[config.mk]
export PLATFORM = sky130hd
export DESIGN_NAME = thread_manager_flat
export DESIGN_NICKNAME = d
export VERILOG_FILES = /design/src/rtl/thread_manager_pkg.sv /design/src/rtl/thread_manager_if.sv /design/src/rtl/tm_fifo.sv /design/src/rtl/thread_manager.sv /design/src/flat_wrapper.sv
export SDC_FILE = /design/constraint.sdc
export NUM_CORES = 1
export LEC_CHECK = 0
export ABC_AREA = 1
export CORE_MARGIN = 3
export CORE_UTILIZATION = 35
export CTS_CLUSTER_SIZE = 40
export DETAILED_ROUTE_END_ITERATION = 10
export GPL_TIMING_DRIVEN = 1
export PLACE_DENSITY = 0.6
export SETUP_SLACK_MARGIN = 0.05
export SYNTH_ARGS = -nofsm -noshare
export SYNTH_HDL_FRONTEND = slang
export SYNTH_SLANG_ARGS = --single-unit
[constraint.sdc]
create_clock -name clk -period 3.4 [get_ports clk]
set_input_delay 0.68 -clock clk [delete_from_list [all_inputs] [get_ports clk]]
set_output_delay 0.68 -clock clk [all_outputs]
set_load 0.005 [all_outputs]
[src/rtl/thread_manager_pkg.sv]
// Shared types and constants for the thread manager and its FIFO.
// Optional completion counter is enabled by defining TM_PERF_CNT_EN.
package thread_manager_pkg;

  localparam int unsigned ADDR_FIELD_WIDTH = 32;
  localparam int unsigned NUM_OF_CORES     = 4;
  localparam int unsigned TM_QUEUE_DEPTH   = 8;

  typedef enum logic [1:0] {
    StIdle     = 2'd0,
    StDispatch = 2'd1,
    StRun      = 2'd2
  } tm_core_state_t;

endpackage

[src/rtl/thread_manager_if.sv]
// Host launch and per-core dispatch handshake bundle.
// The slave modport is the thread manager; the master modport is host plus cores.
interface thread_manager_if #(
  parameter int unsigned NumCores = thread_manager_pkg::NUM_OF_CORES
);
  import thread_manager_pkg::*;

  logic                        host_req_vld;
  logic [ADDR_FIELD_WIDTH-1:0] host_req_pc;
  logic                        host_req_ready;
  logic [NumCores-1:0]         tm_req_vld;
  logic [ADDR_FIELD_WIDTH-1:0] tm_req_pc [NumCores];
  logic [NumCores-1:0]         tm_req_ack;
  logic [NumCores-1:0]         tm_rsp_done;

  modport slave (
    input  host_req_vld,
    input  host_req_pc,
    output host_req_ready,
    output tm_req_vld,
    output tm_req_pc,
    input  tm_req_ack,
    input  tm_rsp_done
  );

  modport master (
    output host_req_vld,
    output host_req_pc,
    input  host_req_ready,
    input  tm_req_vld,
    input  tm_req_pc,
    output tm_req_ack,
    output tm_rsp_done
  );

endinterface

[src/rtl/tm_fifo.sv]
// Circular-buffer FIFO with separate occupancy counter; Depth must be a power of two.
// Pushes when full and pops when empty are dropped.
module tm_fifo #(
  parameter int unsigned Width = 32,
  parameter int unsigned Depth = 8
) (
  input  logic                       clk_i,
  input  logic                       rst_ni,
  input  logic                       push_i,
  input  logic                       pop_i,
  input  logic [Width-1:0]           data_i,
  output logic [Width-1:0]           data_o,
  output logic [$clog2(Depth+1)-1:0] count_o,
  output logic                       full_o,
  output logic                       empty_o
);

  localparam int unsigned PtrW = $clog2(Depth);
  localparam int unsigned CntW = $clog2(Depth + 1);

  logic [Width-1:0] mem_q [Depth];
  logic [PtrW-1:0]  wr_ptr_q, wr_ptr_d;
  logic [PtrW-1:0]  rd_ptr_q, rd_ptr_d;
  logic [CntW-1:0]  count_q, count_d;
  logic             push, pop;

  assign full_o  = (count_q == CntW'(Depth));
  assign empty_o = (count_q == '0);
  assign count_o = count_q;
  assign data_o  = mem_q[rd_ptr_q];

  // Pointers wrap naturally because Depth is a power of two.
  always_comb begin
    push     = push_i & ~full_o;
    pop      = pop_i & ~empty_o;
    wr_ptr_d = wr_ptr_q + PtrW'(push);
    rd_ptr_d = rd_ptr_q + PtrW'(pop);
    count_d  = count_q + CntW'(push) - CntW'(pop);
  end

  always_ff @(posedge clk_i or negedge rst_ni) begin
    if (!rst_ni) begin
      wr_ptr_q <= '0;
      rd_ptr_q <= '0;
      count_q  <= '0;
    end else begin
      wr_ptr_q <= wr_ptr_d;
      rd_ptr_q <= rd_ptr_d;
      count_q  <= count_d;
    end
  end

  always_ff @(posedge clk_i) begin
    if (push) begin
      mem_q[wr_ptr_q] <= data_i;
    end
  end

endmodule

[src/rtl/thread_manager.sv]
// Buffers host thread launches and dispatches them round-robin to idle cores.
// Define TM_PERF_CNT_EN to add the saturating threads_completed counter.
module thread_manager
  import thread_manager_pkg::*;
#(
  parameter int unsigned NumCores   = NUM_OF_CORES,
  parameter int unsigned QueueDepth = TM_QUEUE_DEPTH
) (
  input  logic                            clk,
  input  logic                            reset,
  thread_manager_if.slave                 bus,
  output logic [NumCores-1:0]             core_busy,
  output logic [$clog2(QueueDepth+1)-1:0] threads_pending,
  output logic                            tm_idle
`ifdef TM_PERF_CNT_EN
  ,
  output logic [31:0]                     threads_completed
`endif
);

  localparam int unsigned IdxW = (NumCores > 1) ? $clog2(NumCores) : 1;
  typedef logic [ADDR_FIELD_WIDTH-1:0] pc_t;

  tm_core_state_t      state_q [NumCores];
  tm_core_state_t      state_d [NumCores];
  pc_t                 pc_q    [NumCores];
  pc_t                 pc_d    [NumCores];
  logic [NumCores-1:0] vld_q, vld_d;
  logic [IdxW-1:0]     rr_ptr_q, rr_ptr_d;
  logic [NumCores-1:0] core_idle;
  logic                grant_vld;
  logic [IdxW-1:0]     grant_idx;
  logic                fifo_push, fifo_pop, fifo_full, fifo_empty;
  pc_t                 fifo_head;

  tm_fifo #(
    .Width (ADDR_FIELD_WIDTH),
    .Depth (QueueDepth)
  ) u_fifo (
    .clk_i   (clk),
    .rst_ni  (reset),
    .push_i  (fifo_push),
    .pop_i   (fifo_pop),
    .data_i  (bus.host_req_pc),
    .data_o  (fifo_head),
    .count_o (threads_pending),
    .full_o  (fifo_full),
    .empty_o (fifo_empty)
  );

  assign bus.host_req_ready = ~fifo_full;
  assign fifo_push          = bus.host_req_vld & ~fifo_full;
  assign bus.tm_req_vld     = vld_q;
  assign bus.tm_req_pc      = pc_q;

  // Round-robin pick of the first idle core at or after rr_ptr.
  always_comb begin
    logic [IdxW-1:0] cand;
    grant_vld = 1'b0;
    grant_idx = '0;
    cand      = '0;
    for (int unsigned k = 0; k < NumCores; k++) begin
      cand = IdxW'((32'(rr_ptr_q) + k) % NumCores);
      if (!grant_vld && core_idle[cand]) begin
        grant_vld = 1'b1;
        grant_idx = cand;
      end
    end
    fifo_pop = grant_vld & ~fifo_empty;
    rr_ptr_d = rr_ptr_q;
    if (fifo_pop) begin
      rr_ptr_d = (32'(grant_idx) == NumCores - 1) ? '0 : grant_idx + IdxW'(1);
    end
  end

  // Per-core state registers.
  always_ff @(posedge clk or negedge reset) begin
    if (!reset) begin
      for (int unsigned i = 0; i < NumCores; i++) begin
        state_q[i] <= StIdle;
        pc_q[i]    <= '0;
      end
      vld_q    <= '0;
      rr_ptr_q <= '0;
    end else begin
      for (int unsigned i = 0; i < NumCores; i++) begin
        state_q[i] <= state_d[i];
        pc_q[i]    <= pc_d[i];
      end
      vld_q    <= vld_d;
      rr_ptr_q <= rr_ptr_d;
    end
  end

  // Next-state: stray acks and dones fall through the non-matching states.
  always_comb begin
    for (int unsigned i = 0; i < NumCores; i++) begin
      state_d[i] = state_q[i];
      pc_d[i]    = pc_q[i];
      unique case (state_q[i])
        StIdle: begin
          if (fifo_pop && (grant_idx == IdxW'(i))) begin
            state_d[i] = StDispatch;
            pc_d[i]    = fifo_head;
          end
        end
        StDispatch: begin
          if (bus.tm_req_ack[i]) state_d[i] = StRun;
        end
        StRun: begin
          if (bus.tm_rsp_done[i]) state_d[i] = StIdle;
        end
        default: state_d[i] = StIdle;
      endcase
      vld_d[i] = (state_d[i] == StDispatch);
    end
  end

  // Outputs decoded from registered state.
  always_comb begin
    for (int unsigned i = 0; i < NumCores; i++) begin
      core_busy[i] = (state_q[i] != StIdle);
      core_idle[i] = (state_q[i] == StIdle);
    end
    tm_idle = fifo_empty & ~(|core_busy);
  end

`ifdef TM_PERF_CNT_EN
  logic [NumCores-1:0] done_acc;
  logic [32:0]         completed_sum;
  logic [31:0]         completed_q, completed_d;

  always_comb begin
    for (int unsigned i = 0; i < NumCores; i++) begin
      done_acc[i] = (state_q[i] == StRun) & bus.tm_rsp_done[i];
    end
    completed_sum = {1'b0, completed_q} + 33'($countones(done_acc));
    completed_d   = completed_sum[32] ? '1 : completed_sum[31:0];
  end

  always_ff @(posedge clk or negedge reset) begin
    if (!reset) begin
      completed_q <= '0;
    end else begin
      completed_q <= completed_d;
    end
  end

  assign threads_completed = completed_q;
`endif

endmodule

[src/flat_wrapper.sv]
// flat-port wrapper written by rule: the top's interface ports become plain ports
module thread_manager_flat import thread_manager_pkg::*;
#(
  parameter int unsigned NumCores   = NUM_OF_CORES,
  parameter int unsigned QueueDepth = TM_QUEUE_DEPTH
)
  (clk, reset, core_busy, threads_pending, tm_idle, bus_host_req_vld, bus_host_req_pc, bus_host_req_ready, bus_tm_req_vld, bus_tm_req_pc, bus_tm_req_ack, bus_tm_rsp_done);
  thread_manager_if #(.NumCores(NumCores)) bus_i ();
  input  logic clk;
  input  logic reset;
  output logic [NumCores-1:0] core_busy;
  output logic [$clog2(QueueDepth+1)-1:0] threads_pending;
  output logic tm_idle;
  input wire logic [$bits(bus_i.host_req_vld)-1:0] bus_host_req_vld;
  input wire logic [$bits(bus_i.host_req_pc)-1:0] bus_host_req_pc;
  output wire logic [$bits(bus_i.host_req_ready)-1:0] bus_host_req_ready;
  output wire logic [$bits(bus_i.tm_req_vld)-1:0] bus_tm_req_vld;
  output wire logic [$bits(bus_i.tm_req_pc)-1:0] bus_tm_req_pc;
  input wire logic [$bits(bus_i.tm_req_ack)-1:0] bus_tm_req_ack;
  input wire logic [$bits(bus_i.tm_rsp_done)-1:0] bus_tm_rsp_done;
  assign bus_i.host_req_vld = bus_host_req_vld;
  assign bus_i.host_req_pc = bus_host_req_pc;
  assign bus_host_req_ready = bus_i.host_req_ready;
  assign bus_tm_req_vld = bus_i.tm_req_vld;
  assign bus_tm_req_pc = {>>{bus_i.tm_req_pc}};
  assign bus_i.tm_req_ack = bus_tm_req_ack;
  assign bus_i.tm_rsp_done = bus_tm_rsp_done;
  thread_manager #(.NumCores(NumCores), .QueueDepth(QueueDepth)) u_core (.clk(clk), .reset(reset), .bus(bus_i), .core_busy(core_busy), .threads_pending(threads_pending), .tm_idle(tm_idle));
endmodule
==> results.tsv <==
stage	metric	value	unit
placement	dpl hpwl	27150	um
timing	Slew Limit Fails	0	
grt	antenna violations before repair	5	
clock_tree	# Post-CTS Setup Buffers	0	
worst_setup_path	CP startpoint	u_core.state_q[6]	
detailed_routing	First DRT Iteration DRCs	1332	
synthesis	yosys warns	0	
detailed_routing	routed wire length	44160	um
clock_tree	worst skew pair latency	0.54	ns
floorplanning	Starting Density	35.71	%
detailed_routing	post-DR wirelength/cell	18.67	um
power	Lkg Pwr	0.008371	uW
timing	final period utilization	82.99	%
timing	RSZ-0062 raised after global routing	no	
floorplanning	core footprint	46850	um^2
timing	Slew HR	33.50	%
finish	fin area	20590	um^2
worst_hold_path	HP Class	input pin to asynchronous set/reset pin	
status	outcome	completed	
job	Maximum Capacitance Violations	0	
detailed_routing	antenna-violating nets left	0	
worst_setup_path	element type at the critical path end	flop	
timing	final hold slack	0.1476	ns
grt	GRT Residual Overflow	0	
power	Peak supply drop	0.6246	mV
floorplanning	Die W	224.6	um
detailed_routing	Vias	12000	
worst_setup_path	reg-to-reg endpoint	u_core.bus.tm_req_pc[10]	
worst_setup_path	crit-path max FO	23	
grt	GR Util All Layers	17.22	%
worst_setup_path	cell with the largest stage delay on the worst path	dfrtp_1	
timing	fmax	354.4	MHz
timing	Setup TNS	0	ns
grt	first-pass GRT wire length	68030	um
finish	nets	1782	
timing	Tmin final	2.822	ns
placement	pre-CTS WS	0.5776	ns
synthesis	Synth Cell Area	16730	um^2
finish	Syn-to-layout area delta	23.06	%
timing	setup ws final	0.5784	ns
floorplanning	row cnt	79	
grt	largest net degree at the start of global routing	98	
detailed_routing	DRC	0	
power	total power draw	21540	uW
clock_tree	Clock Path Buffers	3	
floorplanning	Die ar.	50460	um^2
timing	worst-margin pin slew	0.9976	ns
worst_setup_path	cells on worst reg2reg path	16	
grt	vias in the first global route	11420	
clock_tree	CTS Sinks	408	
worst_setup_path	startpoint types	flop	
clock_tree	root buffer cell	clkbuf_16	
floorplanning	die height	224.6	um
placement	IO buf count	184	
worst_setup_path	worst endpoint required time	3.83	ns
synthesis	Synth Instances	1567	
placement	placed cell areas	19220	um^2
timing	Clock Skew	0.01634	ns
synthesis	sequential area share after synthesis	68.68	%
timing	Final Hold Vio Count	0	
worst_setup_path	kind of critical path	flop to flop	
synthesis	post-synth cell types	27	
placement	Routability Congestion	0.7892	
power	PD cells	1046	nW/um^2
worst_setup_path	R2R setup slack	0.58	ns
detailed_routing	drt first pass iters	5	
floorplanning	IO Count	185	
worst_setup_path	Critical Path, Cell by Cell	nor2_1, nand2_1, nand3_1, nand2_2, nand2_1, nand2_1, nand2_1, nand2_1, nor2_1, ha_1, inv_1, nor2_2, nand3_2, buf_4, nand2_1, nand2_1	
worst_setup_path	Largest stage delay, worst path	0.41	ns
timing	final setup vio count	0	
detailed_routing	vias per cell	5.074	
synthesis	Avg Cell Area, Syn	10.68	um^2
worst_setup_path	worst r2r src	u_core.state_q[6]	
clock_tree	CTS resizes	0	
finish	layout cells sized above 1	7.114	%
clock_tree	CTS tree	done	
clock_tree	H-tree depth	2	
synthesis	Seq cells post-synth	408	
clock_tree	total CTS buffers	42	
clock_tree	Reg clk slew, reported paths	0.06	ns
synthesis	syn_nets	1625	
clock_tree	CTS Hold Buffers Added	0	
worst_setup_path	crit-path most repeated cell	nand2_1	
worst_setup_path	WP data arrival	3.25	ns
==> area by class of cell <==
class / instances / area, um^2
inverters: 29 / 111.4
diodes: 1 / 2.502
multi-input cells: 1027 / 4695
flip-flops and latches: 408 / 11500
repair buffers: 216 / 2158
clock buffers: 47 / 1080
fillers: 4385 / 26260
well taps: 607 / 759.5
clock inverters: 30 / 286.5
==> cells in the mapped netlist, drive strengths merged <==
cell type  count  area [um^2]
nor2         244        918.4
ha            14        175.2
buf           57        304.0
clkbuf        46        172.7
or2            1        6.260
nand3         23        135.1
dfrtp        152         3804
o31ai          4        30.03
nand2        433         1635
fa             1        20.02
inv           29        111.4
o21ai        169        845.8
nand4        132        840.8
xor2           3        26.28
xnor2          1        8.760
edfxtp       256         7687
a21oi          2        10.01
==> metrics by stage <==
stage,utilization (%),std cells
5_1_grt,43.94,2364
2_1_floorplan,-,1567
3_5_place_dp,41.02,2287
6_report,43.94,2365
3_3_place_gp,41.02,2287
4_1_cts,43.94,2364
==> layout by cell type (no fill, tap or decap), drive strengths merged <==
| cell type | synthesis | final |
|---|---|---|
| nand2 | 433 | 433 |
| edfxtp | 256 | 256 |
| nor2 | 244 | 244 |
| clkdlybuf4s50 | 0 | 183 |
| o21ai | 169 | 169 |
| dfrtp | 152 | 152 |
| nand4 | 132 | 132 |
| clkbuf | 46 | 47 |
| buf | 57 | 33 |
| inv | 29 | 31 |
| nand3 | 23 | 23 |
| clkinv | 0 | 22 |
| ha | 14 | 14 |
| bufinv | 0 | 5 |
| o31ai | 4 | 4 |
| xor2 | 3 | 3 |
| a21oi | 2 | 2 |
| diode | 0 | 1 |
| xnor2 | 1 | 1 |
| or2 | 1 | 1 |
| fa | 1 | 1 |
| clkinvlp | 0 | 1 |
==> registers in the layout, summed over array words and instances, names as in the netlist <==
register	cells
u_core.u_fifo.mem_q	256
u_core.rr_ptr_q	2
u_core.u_fifo.count_o	4
u_core.bus.tm_req_pc	128
u_core.bus.tm_req_vld	4
u_core.u_fifo.rd_ptr_q	3
u_core.state_q	8
u_core.u_fifo.wr_ptr_q	3
==> critical path: cells and delay by family, from the launching register on <==
kind,cells,cell delay [ns]
and+or+nand+nor,13,1.74
adders and majority gates,1,0.19
buffers and inverters,2,0.38
DFF,1,0.41
==> routing by layer <==
layer | track usage, % | wire [um]
met5 | 0 | 68
met3 | 4.176 | 3393
met1 | 24.49 | 20030
met4 | 3.773 | 760
met2 | 27.01 | 19900
==> power by group <==
part / internal [uW] / switching (uW) / total [uW]
registers: 6690 / 806 / 7500
logic: 3460 / 6010 / 9470
clock network: 2670 / 1890 / 4560
total: 12800 / 8710 / 21500
==> how the worst max path moves through the flow <==
| stage | slack (ns) | cells past startpoint | to |
|---|---|---|---|
| 6_report | 0.58 | 16 | u_core.bus.tm_req_pc[10] |
| 5_1_grt | 0.31 | 16 | u_core.bus.tm_req_pc[30] |
| 4_1_cts | 0.57 | 16 | u_core.bus.tm_req_pc[31] |
| 3_5_place_dp | 0.58 | 16 | u_core.bus.tm_req_pc[26] |
| 3_3_place_gp | 0.72 | 14 | u_core.bus.tm_req_pc[120] |
| 2_1_floorplan | 0.52 | 6 | u_core.u_fifo.mem_q[0][0] |
==> logic make-up (layout without fill, tap and decap cells) <==
| logic type | count (synthesis) | after routing | synth area share [%] |
|---|---|---|---|
| adders and majority gates | 15 | 15 | 1.167 |
| buffers and inverters | 132 | 322 | 3.515 |
| xor gates and xnor gates | 4 | 4 | 0.2094 |
| and+or+nand+nor | 833 | 833 | 21.13 |
| AOI/OAI and AO/OA | 175 | 175 | 5.295 |
| DFF | 408 | 408 | 68.68 |
| other | 0 | 1 | 0 |
(Power assumes the default switching activity.)
